[config.mk]
export PLATFORM = sky130hd
export DESIGN_NAME = sequential_shifter_right_flat
export DESIGN_NICKNAME = d
export VERILOG_FILES = /design/src/rtl/sequential_shifter_right_if.sv /design/src/rtl/sequential_shifter_right.sv /design/src/flat_wrapper.sv
export SDC_FILE = /design/constraint.sdc
export NUM_CORES = 1
export LEC_CHECK = 0
export CORE_MARGIN = 1
export CORE_UTILIZATION = 39
export DETAILED_ROUTE_END_ITERATION = 12
export PLACE_DENSITY = 0.62
export SYNTH_ARGS = -nofsm -noshare
export SYNTH_HDL_FRONTEND = slang
export SYNTH_SLANG_ARGS = --single-unit
[constraint.sdc]
create_clock -name clk_i -period 2.5 [get_ports clk_i]
set_input_delay 0.375 -clock clk_i [delete_from_list [all_inputs] [get_ports clk_i]]
set_output_delay 0.375 -clock clk_i [all_outputs]
set_load 0.01 [all_outputs]
[src/rtl/sequential_shifter_right_if.sv]
// Start/ready request and valid/ack result handshake between the datapath controller
// and the multi-cycle right shifter.
interface sequential_shifter_right_if #(
    parameter int NB_BITS_DATA  = 32,
    parameter int NB_BITS_SHAMT = $clog2(NB_BITS_DATA)
);
    logic                     start_i;
    logic [NB_BITS_DATA-1:0]  data_i;
    logic [NB_BITS_SHAMT-1:0] shamt_i;
    logic                     arith_i;
    logic                     ready_o;
    logic                     valid_o;
    logic [NB_BITS_DATA-1:0]  data_o;
    logic                     ack_i;

    modport master (
        output start_i, data_i, shamt_i, arith_i, ack_i,
        input  ready_o, valid_o, data_o
    );

    modport slave (
        input  start_i, data_i, shamt_i, arith_i, ack_i,
        output ready_o, valid_o, data_o
    );
endinterface

[src/rtl/sequential_shifter_right.sv]
// Multi-cycle SRL/SRA: one power-of-two stage per clock through a single work register,
// fixed latency of NB_BITS_SHAMT cycles regardless of shift amount.
//
// state    | meaning
// ---------+---------------------------------------------------------------
// ST_IDLE  | ready for a request; data_o holds the previous result
// ST_SHIFT | applying stage k_q (shift by 2^k_q when shamt bit k_q is set)
// ST_DONE  | result valid, waiting for ack
module sequential_shifter_right #(
    parameter int NB_BITS_DATA  = 32,
    parameter int NB_BITS_SHAMT = $clog2(NB_BITS_DATA)
) (
    input logic                        clk_i,
    input logic                        rst_n_i,
    sequential_shifter_right_if.slave  bus
);
    localparam logic [1:0] ST_IDLE  = 2'd0;
    localparam logic [1:0] ST_SHIFT = 2'd1;
    localparam logic [1:0] ST_DONE  = 2'd2;

    localparam logic [NB_BITS_SHAMT-1:0] K_LAST = NB_BITS_SHAMT'(NB_BITS_SHAMT - 1);

    logic [1:0]                state_q;
    logic [NB_BITS_DATA-1:0]   work_q;
    logic [NB_BITS_SHAMT-1:0]  shamt_q;
    logic [NB_BITS_SHAMT-1:0]  k_q;
    logic                      fill_q;

    // cand[g+1] is work_q shifted by stage g if that stage is the active, enabled one,
    // otherwise it passes cand[g] through; at most one stage matches k_q.
    logic [NB_BITS_SHAMT:0][NB_BITS_DATA-1:0] cand;

    assign cand[0] = work_q;

    for (genvar g = 0; g < NB_BITS_SHAMT; g++) begin : g_stage
        localparam int SH = 1 << g;
        logic [NB_BITS_DATA-1:0] shifted;
        logic                    sel;

        assign shifted    = {{SH{fill_q}}, work_q[NB_BITS_DATA-1:SH]};
        assign sel        = (k_q == NB_BITS_SHAMT'(g)) && shamt_q[g];
        assign cand[g+1]  = sel ? shifted : cand[g];
    end

    always_ff @(posedge clk_i) begin
        if (!rst_n_i) begin
            state_q <= ST_IDLE;
            work_q  <= '0;
            shamt_q <= '0;
            k_q     <= '0;
            fill_q  <= 1'b0;
        end else begin
            case (state_q)
                ST_IDLE: begin
                    if (bus.start_i) begin
                        work_q  <= bus.data_i;
                        shamt_q <= bus.shamt_i;
                        fill_q  <= bus.arith_i & bus.data_i[NB_BITS_DATA-1];
                        k_q     <= '0;
                        state_q <= ST_SHIFT;
                    end
                end
                ST_SHIFT: begin
                    work_q <= cand[NB_BITS_SHAMT];
                    // Park the counter at zero on the last stage rather than wrapping.
                    if (k_q == K_LAST) begin
                        k_q     <= '0;
                        state_q <= ST_DONE;
                    end else begin
                        k_q <= k_q + 1'b1;
                    end
                end
                ST_DONE: begin
                    if (bus.ack_i) begin
                        state_q <= ST_IDLE;
                    end
                end
                default: begin
                    state_q <= ST_IDLE;
                    k_q     <= '0;
                end
            endcase
        end
    end

    assign bus.ready_o = (state_q == ST_IDLE);
    assign bus.valid_o = (state_q == ST_DONE);
    assign bus.data_o  = work_q;

endmodule

[src/flat_wrapper.sv]
// flat-port wrapper written by rule: the top's interface ports become plain ports
module sequential_shifter_right_flat 
#(
    parameter int NB_BITS_DATA  = 32,
    parameter int NB_BITS_SHAMT = $clog2(NB_BITS_DATA)
)
  (clk_i, rst_n_i, bus_start_i, bus_data_i, bus_shamt_i, bus_arith_i, bus_ack_i, bus_ready_o, bus_valid_o, bus_data_o);
  sequential_shifter_right_if #(.NB_BITS_DATA(NB_BITS_DATA), .NB_BITS_SHAMT(NB_BITS_SHAMT)) bus_i ();
  input logic clk_i;
  input logic rst_n_i;
  input wire logic [$bits(bus_i.start_i)-1:0] bus_start_i;
  input wire logic [$bits(bus_i.data_i)-1:0] bus_data_i;
  input wire logic [$bits(bus_i.shamt_i)-1:0] bus_shamt_i;
  input wire logic [$bits(bus_i.arith_i)-1:0] bus_arith_i;
  input wire logic [$bits(bus_i.ack_i)-1:0] bus_ack_i;
  output wire logic [$bits(bus_i.ready_o)-1:0] bus_ready_o;
  output wire logic [$bits(bus_i.valid_o)-1:0] bus_valid_o;
  output wire logic [$bits(bus_i.data_o)-1:0] bus_data_o;
  assign bus_i.start_i = bus_start_i;
  assign bus_i.data_i = bus_data_i;
  assign bus_i.shamt_i = bus_shamt_i;
  assign bus_i.arith_i = bus_arith_i;
  assign bus_i.ack_i = bus_ack_i;
  assign bus_ready_o = bus_i.ready_o;
  assign bus_valid_o = bus_i.valid_o;
  assign bus_data_o = bus_i.data_o;
  sequential_shifter_right #(.NB_BITS_DATA(NB_BITS_DATA), .NB_BITS_SHAMT(NB_BITS_SHAMT)) u_core (.clk_i(clk_i), .rst_n_i(rst_n_i), .bus(bus_i));
endmodule
# Word level (Yosys, flattened, before mapping)
# Index checks and enable logic that the tools add are counted.
[word_totals]
output_inout_bits = 34
input_bits = 42
register_bits = 45
wordCells = 44
[op_classes]
n_reduce_logical = 12
n_mux = 14
n_eq_ne = 10
addsub = 1
n_bitwise = 2
[ops]
columns = ["op", "n"]
rows = [
  ["two-way mux 32 bit", 6],
  ["case mux 32 bit (2 select lines)", 1],
  ["case mux 5 bit (3 select lines)", 1],
  ["== test 5 x 2 -> 1 bit, second input constant", 2],
  ["two-way mux 5 bit", 2],
  ["two-way mux 2 bit", 3],
  ["!= test 6 x 1 -> 1 bit, second input constant", 1],
  ["case mux 2 bit (3 select lines)", 1],
  ["AND reduction 3 bit", 2],
  ["adder 5 x 1 -> 5 bit, second input constant", 1],
  ["== test 5 x 1 -> 1 bit, second input constant", 1],
  ["== test 5 x 3 -> 1 bit, second input constant", 1],
  ["logical AND 1 bit", 5],
  ["zero test 5 bit", 1],
  ["!= test 2 bit, second input constant", 2],
  ["AND reduction 2 bit", 2],
  ["== test 2 x 1 -> 1 bit, second input constant", 1],
  ["== test 2 bit, second input constant", 1],
  ["zero test 2 bit", 1],
  ["!= test 2 x 1 -> 1 bit, second input constant", 1],
  ["nonzero test 2 bit", 1],
  ["AND 1 bit", 1],
  ["NOT 1 bit", 1],
]

# Longest topological paths before layout
[logic_depth]
ltp_word = 8
mapped_depth = 9
mapped_depth_nobuf = 7

# Worst setup path before layout
# No wires, ideal clock.
[synth_path]
kind = "reg2reg"
start = "register u_core.k_q[2]"
end = "register u_core.work_q[27], in the netlist u_core.bus.data_o[27]"
setup_time_ns = 0.124
stages_incl_launch_ff = 8
arrival_time_ns = 1.876
n_path_buf = 2
path_slack_ns = 0.500
period_less_slack_ns = 2.000
required_ns = 2.376
cell_sequence = "dfxtp_1 -> or3_1 -> buf_6 -> nor2_4 -> buf_6 -> mux2_2 -> a221oi_1 -> o31ai_2"
[synth_between]
elab_chain_cells = 7
elab_cells_between_ends = 17
classes_between = "5 x eq/ne; 5 x mux; 7 x reduce/logical"
[synth_lines]
columns = ["item", "line_no", "text"]
rows = [
  ["from (decl)", "sequential_shifter_right.sv:26", "logic [NB_BITS_SHAMT-1:0] k_q;"],
  ["from (signal assigned)", "sequential_shifter_right.sv:70", "k_q <= k_q + 1'b1;"],
  ["== test 5 x 1 -> 1 bit", "sequential_shifter_right.sv:41", "assign sel = (k_q == NB_BITS_SHAMT'(g)) && shamt_q[g];"],
  ["logical AND 1 bit", "sequential_shifter_right.sv:41", ""],
  ["two-way mux 32 bit (4 in series)", "sequential_shifter_right.sv:42", "assign cand[g+1] = sel ? shifted : cand[g];"],
  ["case mux 32 bit (2 select lines)", "sequential_shifter_right.sv:53", "case (state_q)"],
  ["to (signal assigned)", "sequential_shifter_right.sv:56", "work_q <= bus.data_i;"],
  ["to (signal assigned)", "sequential_shifter_right.sv:64", "work_q <= cand[NB_BITS_SHAMT];"],
  ["to (decl)", "sequential_shifter_right.sv:24", "logic [NB_BITS_DATA-1:0] work_q;"],
]
# Parallel ways exist; a longest one is shown, timed or not.
# A chain may end at the register's enable or synchronous reset.

# Worst setup path after layout
[layout_path]
start = "register u_core.k_q[0]"
end = "register u_core.work_q[18], in the netlist u_core.bus.data_o[18]"
# The elaborated chain is that of the path after synthesis.

==> summary.txt <==
outcome -> finished clean
Final Hold Fails -> 0
post-route cell area -> 4071 µm²
pin count of the biggest net entering global routing -> 43
post-route setup slack -> 0.1767 ns
vias in the first global route -> 2990
min cycle time layout -> 2.323 ns
Area growth, synth to finish -> 30.53%
multi-input logic area -> 2008 µm²
nets -> 481
synthesized area per cell -> 8.453 µm²
GRT Resource Usage Total -> 24.25%
register area -> 900.9 µm²
GR Overflow Total -> 0
crit share post-route -> 92.93%
Worst Path Required -> 2.74 ns
Worst slew margin -> 30.41%
post-placement cell area -> 3989 µm²
XOR/XNOR Fraction of Synth Area -> 0%
Inst Count DP -> 530
cts repair resizes -> 0
routed wire length -> 9.909 mm
clk root buf -> clkbuf_8
TritonCTS clock tree -> done
R2R setup slack -> 0.18 ns
worst r2r path cells -> 6
TritonCTS Buffers -> 5
DPL Wire Length -> 6.857 mm
Setup Buffers After CTS -> 0
Crit. End Element -> flip-flop
CP max stage cell -> nor2_1
vias per std cell -> 6.110
upper clock frequency limit -> 430.4 MHz
clk_lat worst skew -> 0.30 ns
register area share after synthesis -> 28.88%
CTS clk-pin slew, worst paths -> 0.09 ns
Min-Delay Path Class -> primary input to flip-flop
H-tree depth -> 2
GR Layer Usage met2 -> 37.66%
Port-buffer cells -> 75
Simple-Gate Fraction of Synth Area -> 13.88%
setup violators final -> 0
DRT iter0 DRCs -> 270
Place WS -> 0.1928 ns
grt met1 use -> 34.45%
initial antenna violation count -> 0
die width -> 91.43 µm
CP max FO -> 14
worst-case clock buffer depth -> 2
share of cells above drive strength 1 -> 9.862%
Synth Area in Adders -> 1.604%
RSZ-0062 raised after global routing -> no
First-pass DRT Iterations -> 5
Top FF cell, synth -> dfxtp_1
non-filler cells, final -> 538
Max stage delay on crit path -> 0.80 ns
maximum VDD drop -> 0.0002883 V
first-pass GRT wire length -> 16.22 mm
critical path arrival -> 2.57 ns
Least-Margin Pin Slew -> 1.040 ns
Setup CP Type -> flip-flop to flip-flop
Design Power -> 2101 µW
Die Height -> 91.43 µm
Routed Antenna Nets -> 0
Layout fillers -> 767
via count -> 3287
post-synthesis mux area share -> 11.15%
DR DRC count -> 0
wire per inst -> 18.42 µm
yosys warns -> 0
number of synthesized register bits -> 45
CP Cell Sequence -> ha_1, and2_1, nor2_1, a22oi_1, o221ai_1, a32o_1
CORE AREA -> 7727 µm²
Fin Setup TNS -> 0 ns
Compound-Gate Fraction of Synth Area -> 37.75%
main combinational cell family by area after synthesis -> compound AO/OA/AOI/OAI gates
element type at the critical path start -> flip-flop
CTS sink count -> 45
Initial Util -> 40.37%
Mapped Cells -> 369
row count -> 32
Slew Viols, Final -> 0
GR peak layer -> met2
synth unique cells -> 45
Top Ports -> 76
met3 usage -> 3.518%
Max-Cap Viols -> 0
CTS Hold Bufs -> 0
fraction of registers with async set/reset -> 0%
Synth Net Count -> 415
LEAKAGE -> 0.001339 µW
final worst clock skew -> 0.008119 ns
Die ar. -> 8359 µm²
Post-synth EDFFs -> 0
power density cells -> 516.0 nW/µm²
Antenna diodes -> 0
Placer Congestion -> 0.8527
Post-Synthesis Cell Area -> 3119 µm²
Hold Path Depth -> 2
## power breakdown
part           total (µW)  internal (µW)  switching [µW]
combinational         681            365             316
sequential            963            802             160
clock                 457            195             263
## cell type report
| cell class | count | share of cell area [%] |
|---|---|---|
| Tap cell | 102 | 3.135 |
| Multi-Input combinational cell | 282 | 49.32 |
| Inverter | 7 | 0.6454 |
| Timing Repair Buffer | 94 | 22.74 |
| Clock buffer | 6 | 1.782 |
| Sequential cell | 45 | 22.13 |
| Clock inverter | 2 | 0.2459 |
## worst max-delay path, delay by kind of cell, from the launching register on
family / cells / cell delay [ns]
compound gates: 3 / 0.58
fa+ha+maj: 1 / 0.28
flops: 1 / 0.38
simple gates: 2 / 1.02
## per-stage QoR
stage	hold slack, ns	util, %
after CTS	0.4987	52.69
final	0.5012	52.69
after floorplan	0.4825	-
after detailed placement	0.5091	51.62
after global routing	0.5412	52.69
after global placement	0.5039	51.62
## layer usage
metal / share of wire (%) / up-vias / wire, µm
li1: - / 1574 / -
met1: 46 / 1560 / 4533
met2: 46 / 143 / 4554
met3: 7.0 / 10 / 696
met4: 1.3 / 0 / 125
met5: 0 / - / 0
## layout by cell type, fill, tap and decap left out, types with 6 or more instances in the layout
| cell | instances |
|---|---|
| mux2_2 | 6 |
| a31oi_1 | 13 |
| nand3_1 | 10 |
| o221ai_1 | 14 |
| a32o_1 | 14 |
| a211o_1 | 11 |
| o31a_1 | 10 |
| a32oi_1 | 10 |
| clkdlybuf4s50_1 | 74 |
| nor2b_1 | 8 |
| mux2i_1 | 28 |
| o21ai_0 | 36 |
| nand2_1 | 21 |
| inv_1 | 7 |
| nor2_1 | 34 |
| buf_4 | 16 |
| a21oi_1 | 8 |
| a22oi_1 | 17 |
| dfxtp_1 | 45 |
## sequential cells by signal (all words and copies together) (netlist names)
signal and cells:
u_core.shamt_q 5, u_core.state_q 2, u_core.fill_q 1, u_core.bus.data_o 32, u_core.k_q 5
## Yosys cell counts (4+ instances only)
cell,count,area [µm²]
a211o_1,11,96.34
a21oi_1,8,40.04
a221oi_1,4,35.03
a22oi_1,17,127.6
a31oi_1,13,81.33
a32o_1,14,140.1
a32oi_1,10,87.58
buf_6,5,56.30
clkbuf_1,22,82.58
dfxtp_1,45,900.9
ha_1,4,50.05
inv_1,7,26.28
mux2_2,6,67.56
mux2i_1,28,280.3
nand2_1,21,78.83
nand3_1,10,50.05
nor2_1,34,127.6
nor2b_1,8,50.05
o21ai_0,36,180.2
o221ai_1,14,122.6
o31a_1,10,87.58
o31ai_2,5,62.56
## worst paths after layout
kind,startpoint,endpoint
worst max-delay path,u_core.k_q[0],u_core.bus.data_o[18]
worst min-delay path,rst_n_i,u_core.state_q[0]
worst max register to register,u_core.k_q[0],u_core.bus.data_o[18]
worst min register to register,u_core.shamt_q[1],u_core.shamt_q[1]
## cell families (layout without fill, tap and decap cells)
group	Yosys count	in the layout
AOI/OAI and AO/OA	155	155
and+or+nand+nor	89	89
DFF	45	45
buffers and inverters	42	109
muxes	34	34
adders and majority gates	4	4
No activity file was read; power rests on OpenSTA's default activity.
